<file path="src/rtl/rm_stage_sequencer.sv">
// Sequencer and report scheduler for one runtime-monitor automata stage:
// feeds symbols to the stage, captures its report wires, and serializes
// each captured vector as one report ID per handshake.
module rm_stage_sequencer #(
  parameter int unsigned NUM_REPORTS = 20,
  parameter int unsigned ID_W        = 5,
  parameter int unsigned SYM_W       = 8,
  parameter int unsigned REPORT_LAT  = 1,
  parameter int unsigned PEND_DEPTH  = 4,
  parameter int unsigned RST_CYC     = 2,
  parameter int unsigned SEQ_W       = 16
) (
  input  logic                   clk,
  input  logic                   reset,
  input  logic                   sym_valid,
  input  logic [SYM_W-1:0]       sym_data,
  input  logic                   sym_last,
  output logic                   sym_ready,
  input  logic                   flush_req,
  output logic                   auto_run,
  output logic                   auto_reset,
  output logic [SYM_W-1:0]       auto_symbols,
  input  logic [NUM_REPORTS-1:0] auto_reports,
  output logic                   rpt_valid,
  output logic [ID_W-1:0]        rpt_id,
  output logic [SEQ_W-1:0]       rpt_seq,
  input  logic                   rpt_ready,
  output logic                   busy
);

  localparam int unsigned CNT_W = $clog2(PEND_DEPTH + 1);
  localparam int unsigned RC_W  = (RST_CYC > 1) ? $clog2(RST_CYC) : 1;
  localparam int unsigned INF_W = $clog2(REPORT_LAT + 2);

  typedef enum logic [1:0] {ST_FLUSH, ST_STREAM, ST_DRAIN} state_e;

  typedef struct packed {
    logic [NUM_REPORTS-1:0] vec;
    logic [SEQ_W-1:0]       tag;
  } pend_t;

  state_e                  state_q, state_d;
  logic [RC_W-1:0]         rcnt_q, rcnt_d;
  logic [SEQ_W-1:0]        seq_q, seq_d;
  logic                    auto_run_q, auto_run_d;
  logic [SYM_W-1:0]        sym_q, sym_d;
  logic [SEQ_W-1:0]        tag_q, tag_d;
  logic [REPORT_LAT-1:0]   run_sr_q, run_sr_d;
  logic [SEQ_W-1:0]        tag_sr_q [REPORT_LAT];
  logic [SEQ_W-1:0]        tag_sr_d [REPORT_LAT];
  pend_t                   q_q [PEND_DEPTH];
  pend_t                   q_d [PEND_DEPTH];
  logic [CNT_W-1:0]        cnt_q, cnt_d;
  logic                    sym_ready_q, sym_ready_d;
  logic                    auto_reset_q, auto_reset_d;
  logic                    rpt_valid_q, rpt_valid_d;
  logic [ID_W-1:0]         rpt_id_q, rpt_id_d;
  logic [SEQ_W-1:0]        rpt_seq_q, rpt_seq_d;
  logic                    busy_q, busy_d;
  logic [INF_W-1:0]        infl_now, infl_d;
  logic [NUM_REPORTS-1:0]  head_vec;
  logic                    accept, rpt_hs, push;

  // Number of symbols whose reports have not been sampled yet.
  function automatic logic [INF_W-1:0] run_count(input logic run,
                                                 input logic [REPORT_LAT-1:0] sr);
    logic [INF_W-1:0] n;
    n = INF_W'(run);
    for (int i = 0; i < REPORT_LAT; i++) n = n + INF_W'(sr[i]);
    return n;
  endfunction

  // Fixed-priority pick: lowest set report bit.
  function automatic logic [ID_W-1:0] low_bit(input logic [NUM_REPORTS-1:0] v);
    logic [ID_W-1:0] id;
    id = '0;
    for (int i = NUM_REPORTS - 1; i >= 0; i--) if (v[i]) id = ID_W'(i);
    return id;
  endfunction

  assign accept   = sym_valid && sym_ready_q;
  assign rpt_hs   = rpt_valid_q && rpt_ready;
  assign push     = run_sr_q[REPORT_LAT-1] && (auto_reports != '0);
  assign infl_now = run_count(auto_run_q, run_sr_q);

  // Next-state logic: FSM, run pipeline, pending queue and registered outputs.
  always_comb begin
    state_d  = state_q;
    rcnt_d   = rcnt_q;
    seq_d    = seq_q;
    auto_run_d = accept;
    sym_d    = accept ? sym_data : sym_q;
    tag_d    = seq_q;
    run_sr_d = run_sr_q;
    tag_sr_d = tag_sr_q;
    q_d      = q_q;
    cnt_d    = cnt_q;
    head_vec = '0;

    case (state_q)
      ST_FLUSH: begin
        seq_d = '0;
        if (rcnt_q == RC_W'(RST_CYC - 1)) begin
          state_d = ST_STREAM;
          rcnt_d  = '0;
        end else begin
          rcnt_d = rcnt_q + RC_W'(1);
        end
      end
      ST_STREAM: begin
        if (accept) seq_d = seq_q + SEQ_W'(1);
        if ((accept && sym_last) || flush_req) state_d = ST_DRAIN;
      end
      ST_DRAIN: begin
        if (infl_now == '0 && cnt_q == '0) begin
          state_d = ST_FLUSH;
          rcnt_d  = '0;
        end
      end
      default: state_d = ST_FLUSH;
    endcase

    // Tags travel alongside the run strobe until the reports are sampled.
    run_sr_d[0] = auto_run_q;
    tag_sr_d[0] = tag_q;
    for (int i = 1; i < REPORT_LAT; i++) begin
      run_sr_d[i] = run_sr_q[i-1];
      tag_sr_d[i] = tag_sr_q[i-1];
    end

    // Retire the delivered bit; pop the head once its vector is exhausted.
    if (rpt_hs) begin
      head_vec = q_q[0].vec & ~(NUM_REPORTS'(1) << rpt_id_q);
      q_d[0].vec = head_vec;
      if (head_vec == '0) begin
        for (int i = 0; i < PEND_DEPTH - 1; i++) q_d[i] = q_d[i+1];
        q_d[PEND_DEPTH-1] = '0;
        cnt_d = cnt_q - CNT_W'(1);
      end
    end
    for (int i = 0; i < PEND_DEPTH; i++) begin
      if (push && CNT_W'(i) == cnt_d) begin
        q_d[i].vec = auto_reports;
        q_d[i].tag = tag_sr_q[REPORT_LAT-1];
      end
    end
    cnt_d = cnt_d + CNT_W'(push);

    infl_d       = run_count(auto_run_d, run_sr_d);
    auto_reset_d = (state_d == ST_FLUSH);
    sym_ready_d  = (state_d == ST_STREAM) &&
                   ((32'(cnt_d) + 32'(infl_d)) < 32'(PEND_DEPTH));
    rpt_valid_d  = (cnt_d != '0);
    rpt_id_d     = rpt_valid_d ? low_bit(q_d[0].vec) : '0;
    rpt_seq_d    = rpt_valid_d ? q_d[0].tag : '0;
    busy_d       = (state_d != ST_STREAM) || (cnt_d != '0) || (infl_d != '0);
  end

  // State and output registers; reset drops all pending work and re-flushes.
  always_ff @(posedge clk) begin
    if (reset) begin
      state_q      <= ST_FLUSH;
      rcnt_q       <= '0;
      seq_q        <= '0;
      auto_run_q   <= 1'b0;
      sym_q        <= '0;
      tag_q        <= '0;
      run_sr_q     <= '0;
      for (int i = 0; i < REPORT_LAT; i++) tag_sr_q[i] <= '0;
      for (int i = 0; i < PEND_DEPTH; i++) q_q[i] <= '0;
      cnt_q        <= '0;
      sym_ready_q  <= 1'b0;
      auto_reset_q <= 1'b1;
      rpt_valid_q  <= 1'b0;
      rpt_id_q     <= '0;
      rpt_seq_q    <= '0;
      busy_q       <= 1'b1;
    end else begin
      state_q      <= state_d;
      rcnt_q       <= rcnt_d;
      seq_q        <= seq_d;
      auto_run_q   <= auto_run_d;
      sym_q        <= sym_d;
      tag_q        <= tag_d;
      run_sr_q     <= run_sr_d;
      tag_sr_q     <= tag_sr_d;
      q_q          <= q_d;
      cnt_q        <= cnt_d;
      sym_ready_q  <= sym_ready_d;
      auto_reset_q <= auto_reset_d;
      rpt_valid_q  <= rpt_valid_d;
      rpt_id_q     <= rpt_id_d;
      rpt_seq_q    <= rpt_seq_d;
      busy_q       <= busy_d;
    end
  end

  assign sym_ready    = sym_ready_q;
  assign auto_run     = auto_run_q;
  assign auto_reset   = auto_reset_q;
  assign auto_symbols = sym_q;
  assign rpt_valid    = rpt_valid_q;
  assign rpt_id       = rpt_id_q;
  assign rpt_seq      = rpt_seq_q;
  assign busy         = busy_q;

endmodule

</file>
<file path="config.mk">
export PLATFORM = sky130hd
export DESIGN_NAME = rm_stage_sequencer
export DESIGN_NICKNAME = d
export VERILOG_FILES = /design/src/rtl/rm_stage_sequencer.sv
export SDC_FILE = /design/constraint.sdc
export NUM_CORES = 1
export LEC_CHECK = 0
export CAP_MARGIN = 20
export CELL_PAD_IN_SITES_DETAIL_PLACEMENT = 1
export CELL_PAD_IN_SITES_GLOBAL_PLACEMENT = 1
export CORE_UTILIZATION = 45
export CTS_CLUSTER_SIZE = 28
export DETAILED_ROUTE_END_ITERATION = 7
export GPL_TIMING_DRIVEN = 0
export PLACE_DENSITY = 0.89
export RECOVER_POWER = 50
export SYNTH_ARGS = -nofsm -noshare
export SYNTH_HDL_FRONTEND = slang
export SYNTH_SLANG_ARGS = --single-unit
</file>
<file path="constraint.sdc">
create_clock -name clk -period 5.9 [get_ports clk]
set_input_delay 0.885 -clock clk [delete_from_list [all_inputs] [get_ports clk]]
set_output_delay 0.885 -clock clk [all_outputs]
set_load 0.01 [all_outputs]
</file>
==> results of run 1 <==
==> stage by stage <==
step	cell area (µm²)	utilization	power, mW
after global placement	10850	0.5112	2.610
after CTS	11740	0.5534	4.321
after global routing	11700	0.5512	4.452
after detailed placement	10850	0.5112	2.639
after floorplan	9833	-	2.287
final	11700	0.5513	4.304
==> layer usage <==
layer | routed length, µm | global-route usage | vias up
li1 | - | - | 4409
met1 | 14560 | 0.4015 | 4564
met2 | 15330 | 0.4935 | 362
met3 | 2523 | 0.05427 | 81
met4 | 1169 | 0.1152 | 0
met5 | 0 | 0 | -
==> path summary, 6_finish.rpt <==
check        startpoint           end  cells past startpoint
min           tag_q[11]  tag_sr_q[11]                      1
max           rpt_id[0]       q_q[82]                     12
max reg2reg   rpt_id[0]       q_q[82]                     12
min reg2reg   tag_q[11]  tag_sr_q[11]                      1
==> flip-flops by register name, indices dropped and copies added, names as in the netlist <==
signal        count
q_q             144
rpt_seq          16
seq_q            16
tag_q            16
tag_sr_q         16
auto_symbols      8
rpt_id            5
cnt_q             3
state_q           2
auto_reset        1
auto_run          1
busy              1
rcnt_q            1
rpt_valid         1
run_sr_q          1
sym_ready         1
==> kinds of logic after synthesis <==
logic type	Yosys count	synth area share
xor+xnor	14	0.01247
fa+ha+maj	8	0.01018
compound gates	246	0.1681
simple gates	593	0.2740
mux	16	0.01641
flops	233	0.4744
buf+inv	104	0.04453
==> final cells by class <==
cell class              instances  area (µm²)  share of cell area
inverters                      17       63.81            0.005455
diodes                          1       2.502           0.0002139
clock inverters                13       187.7             0.01604
multi-input cells             877        4701              0.4018
repair buffers                 68       674.4             0.05765
well taps                     275       344.1             0.02941
flip-flops and latches        233        4664              0.3987
clock buffers                  33       706.9             0.06043
plain buffers                  87       354.1             0.03027
==> worst max-delay path, cell delays in order, from the launching register on <==
cell	delay [ns]
dfxtp_1	0.33
buf_6	0.14
or3b_1	0.47
o21ai_0	0.31
nand2_1	0.20
nor3_1	1.02
and3_1	0.37
buf_2	0.34
nor4_1	0.08
o21ai_0	0.90
buf_2	0.42
nor2_1	0.07
a311oi_1	0.27
==> power breakdown <==
part | switching [mW] | total, mW | internal, mW | leakage (nW)
combinational | 0.666 | 0.946 | 0.279 | 1.92
clock | 0.673 | 1.70 | 1.02 | 0.430
sequential | 0.0411 | 1.66 | 1.62 | 1.88
==> layout by cell type, fill, tap and decap left out, types with 4 or more instances in the layout <==
master           count
nor2b_1             36
a311oi_1            73
and3_1               5
bufinv_16            4
clkinv_2             4
inv_1               17
clkdlybuf4s50_1     30
mux2i_1             15
nand2_1            254
nor4_1              10
dfxtp_1            233
nor3_1              24
nand4_1              7
ha_1                 8
a21oi_1             98
and4_1               5
nand3_1             57
clkbuf_16           26
or3_1                8
xnor2_1              7
o21ai_0             27
buf_2               16
o31ai_1              4
xor2_1               7
dlygate4sd3_1       37
nand2b_1            10
or2_2                4
clkbuf_1            73
a31oi_1              8
and2_1               4
nor2_1             151
a211oi_1             6
==> metrics.cfg, run 1 <==
[drt]
routed_via_density = 5.870
drt_iter0_markers = 574
wl_per_cell_um = 20.94
ant_nets = 0
routed-via-count = 9416
wl_um = 33590
drc = 0
drtPass1Iterations = 5

[yosys]
synthDominantCellAreaShare = 0.4744
synth.area.top_cells = dfxtp_1 (47%), nand2_1 (9.7%), a311oi_1 (6.5%)
synth_common_cells = nand2_1 (254), dfxtp_1 (233), nor2_1 (151)
synth_area_um2 = 9833
yosysTopAreaCell = dfxtp_1
synthesis.instances = 1214
avgSynthCellArea_um2 = 8.100
yosysMostFrequentCell = nand2_1
ys.warnings.count = 0
synth_edf_count = 0
async_flop_share = 0
ys.flop_type = dfxtp_1
synth_nets = 1256
synth-seq-area-share = 0.4744
synth_cell_types = 66
synth_seq_cells = 233

[placed_design]
gp_congestion = 0.9464
place_ws_ns = 0.8512
io_buffers = 67
dp.cells = 1556
hpwlAfterDp_um = 24000

[grt]
antenna_found_initial = 1
grt-ovfl-total = 0
grt_max_degree = 15
grtUsageTotal = 0.3041
grt_pass1_wl_um = 53140
grt_pass1_vias = 9810

[clock_network]
path_clk_slew_ns = 0.06
cts_buffers = 26
clkLatencyLatePin_ns = 0.54
cts_setup_buffers = 0
cts_resized = 0
ctsRootBufferMaster = clkbuf_16
cts_tree = yes
cts_htree_levels = 1
cts_buffer_depth = 3
cts_sinks = 233
ctsHoldBuffers = 0

[sta]
period_minus_slack_ns = 5.037
clock.fmax_mhz = 198.5
fin_setup_tns_ns = 0
rsz0062_at_grt = no
period_share = 0.8537
drv_slew = 0
worst_slack_ns = 0.8634
slew_headroom = 0.1679
tightest_slew_ns = 1.239
worst_clock_skew_ns = 0.01427
hold_violations = 0
whs_ns = 0.4394
finalSetupViolations = 0

[layout]
stdcell_count = 1604
layout-drive-gt1-share = 0.05648
fin_nets = 1352
area_growth_pct = 18.97
n_fill_cell = 2566

[setup_path]
crit_required_ns = 6.34
rrSetupSlack_ns = 0.86
end_kind = register
path_class = reg2reg
cp.arrival_ns = 5.47
start_kind = register
crit_fanout = 10

[floorplanning]
die_area_um2 = 22450
start_util = 0.4634
dieWidth_um = 149.8
die_y_um = 149.8
io_pins = 68
row_count = 53
core_um2 = 21220

[power_and_ir_drop]
leakagePower_nw = 4.224
p_per_area_nw_per_um2 = 367.9
ir_drop_uv = 224.8

[min_path]
holdCritPathClass = reg2reg

[run_status]
status = finished clean

[run]
cap_violations = 0

(Power assumes the default switching activity.)
==> inputs of run 2 (changes only) <==
PLACE_DENSITY = 0.9   (was 0.89)
REMOVE_ABC_BUFFERS = 1   (was not set)
SLEW_MARGIN = 20   (was not set)
==> run 2 against run 1 <==
Critical path depth unchanged. Clock power decreased by 12%. Non-clock buffer count is 75 lower. Fmax down 10%. Flip-flop and latch count stayed put. Via count fell by 4.0%. Wire length decreased by 12%. Largest cell class unchanged. Largest power group is now registers. Highest routed layer unchanged.
==> metrics.cfg, run 2 (same netlist as run 1, synthesis figures left out) <==
[run_status]
status = finished clean

[power_and_ir_drop]
ir_drop_uv = 211.2  ; -6.1%
leakagePower_nw = 4.161  ; -1.5%
p_per_area_nw_per_um2 = 353.2  ; -4.0%
total_power_mw = 4.082  ; -5.1%

[sta]
rsz0062_at_grt = no
worst_clock_skew_ns = 0.01496  ; +0.0006843 ns
period_minus_slack_ns = 5.618  ; +0.5816 ns
period_share = 0.9522  ; +0.09858
worst_slack_ns = 0.2818  ; -0.5816 ns
hold_violations = 0  ; unchanged
clock.fmax_mhz = 178.0  ; -10%
tightest_slew_ns = 0.9807  ; -0.2579 ns
drv_slew = 0  ; unchanged
finalSetupViolations = 0  ; unchanged
slew_headroom = 0.3462  ; +0.1783

[setup_path]
cp.arrival_ns = 5.97  ; +0.50 ns
critPathMaxStageDelay_ns = 0.85  ; -0.17 ns
start_kind = register
worst-path-buf-inv = 1  ; -2
cpMostUsedCell = ha_1
slowest_stage = and2_1
crit_fanout = 53  ; +43
cp_top_family = simple AND/OR/NAND/NOR gates
end_kind = register
crit_required_ns = 6.26  ; -0.08 ns
crit_chain = or3b_1 -> o21ai_0 -> nand4_1 -> nor3_4 -> nand2_4 -> xnor2_1 -> inv_1 -> ha_1 -> ha_1 -> xor2_1 -> and2_1 -> nand3_1
path_class = reg2reg

[clock_network]
cts_tree = yes
clkLatencyLatePin_ns = 0.53  ; about the same
cts_buffers = 25  ; -3.8%
cts_buffer_depth = 3  ; unchanged
cts_resized = 0  ; unchanged
cts_setup_buffers = 0  ; unchanged
path_clk_slew_ns = 0.06  ; about the same
cts_sinks = 233  ; unchanged
cts_htree_levels = 1  ; unchanged
ctsRootBufferMaster = clkbuf_16
ctsHoldBuffers = 0  ; unchanged

[grt]
grt_max_degree = 123  ; +108
grt_pass1_wl_um = 48450  ; -8.8%
grtUsageTotal = 0.2693  ; -0.03474
antenna_found_initial = 0  ; -1
met1_usage = 0.3205  ; -0.08107
grt-ovfl-total = 0  ; unchanged
grt_most_used_layer = met2
grt_pass1_vias = 9619  ; -1.9%
grt_use_met3 = 0.03384  ; -0.02043
grt_use_met2 = 0.4870  ; -0.006481

[floorplanning]
die_y_um = 149.8  ; unchanged
die_area_um2 = 22450  ; unchanged
start_util = 0.4634  ; unchanged
row_count = 53  ; unchanged
io_pins = 68  ; unchanged
dieWidth_um = 149.8  ; unchanged
core_um2 = 21220  ; unchanged

[layout]
n_fill_cell = 2551  ; -0.58%
area_growth_pct = 17.55
layout-drive-gt1-share = 0.06075  ; +0.004275
largest_register_ffs = 144  ; unchanged
final_common_cell = nand2_1
layout_common_cells = nand2_1 (253), dfxtp_1 (233), nor2_1 (151)
diodes = 0  ; -1
fin_nets = 1276  ; -5.6%
top_register = q_q

[drt]
wl_um = 29690  ; -12%
drt_iter0_markers = 649  ; +13%
ant_nets = 0  ; unchanged
routed_via_density = 5.927  ; +0.96%
routed-via-count = 9044  ; -4.0%
drtPass1Iterations = 5  ; unchanged
drc = 0  ; unchanged
wl_per_cell_um = 19.45  ; -7.1%

[placed_design]
place_ws_ns = 0.5166  ; -0.3346 ns
hpwlAfterDp_um = 18660  ; -22%
gp_congestion = 0.9031  ; -4.6%
io_buffers = 67  ; unchanged

[min_path]
holdCritPathClass = reg2reg

[run]
cap_violations = 0  ; unchanged

## run 2: report_power, final
| group | total [mW] | switching [mW] | internal [mW] |
|---|---|---|---|
| clock network | 1.50 | 0.634 | 0.866 |
| registers | 1.67 | 0.0457 | 1.62 |
| logic | 0.916 | 0.651 | 0.265 |
| total | 4.08 | 1.33 | 2.75 |
## run 2: worst paths after layout
kind,start,to,slack (ns),depth (start not counted)
max reg2reg,rpt_id[0],busy,0.28,12
max,rpt_id[0],busy,0.28,12
min reg2reg,tag_q[1],tag_sr_q[1],0.44,1
min,tag_q[1],tag_sr_q[1],0.44,1
## run 2: stage by stage
step                      instances  hold WS [ns]    util  instance area (µm²)  TNS [ns]
final                          1526        0.4380  0.5447                11560         0
after global routing           1526        0.4619  0.5447                11560         0
after CTS                      1526        0.4449  0.5452                11570         0
after detailed placement       1482        0.4309  0.5085                10790         0
after global placement         1469        0.4173  0.4936                10470   -443.39
after floorplan                1127        0.4138       -                 9459    -5.667
## run 2: per-layer routing
metal,wire length [µm],vias up
li1,-,4244
met1,12380,4487
met2,15110,246
met3,1377,67
met4,814,0
met5,0,-
## run 2: worst register-to-register path, delay by kind of cell, from the launching register on
family | cells | cell delay (ns)
DFF | 1 | 0.56
adders and majority gates | 2 | 0.41
and+or+nand+nor | 6 | 2.99
AOI/OAI and AO/OA | 1 | 0.31
buffers and inverters | 1 | 0.16
xor gates and xnor gates | 2 | 1.04
## run 2: final cells by class
| cell class | count | area (µm²) | area share |
|---|---|---|---|
| repair buffers | 80 | 940.9 | 0.08140 |
| clock buffers | 38 | 744.5 | 0.06441 |
| clock inverters | 6 | 35.03 | 0.003031 |
| flip-flops and latches | 233 | 4664 | 0.4035 |
| well taps | 275 | 344.1 | 0.02977 |
| multi-input cells | 877 | 4766 | 0.4123 |
| inverters | 17 | 63.81 | 0.005521 |
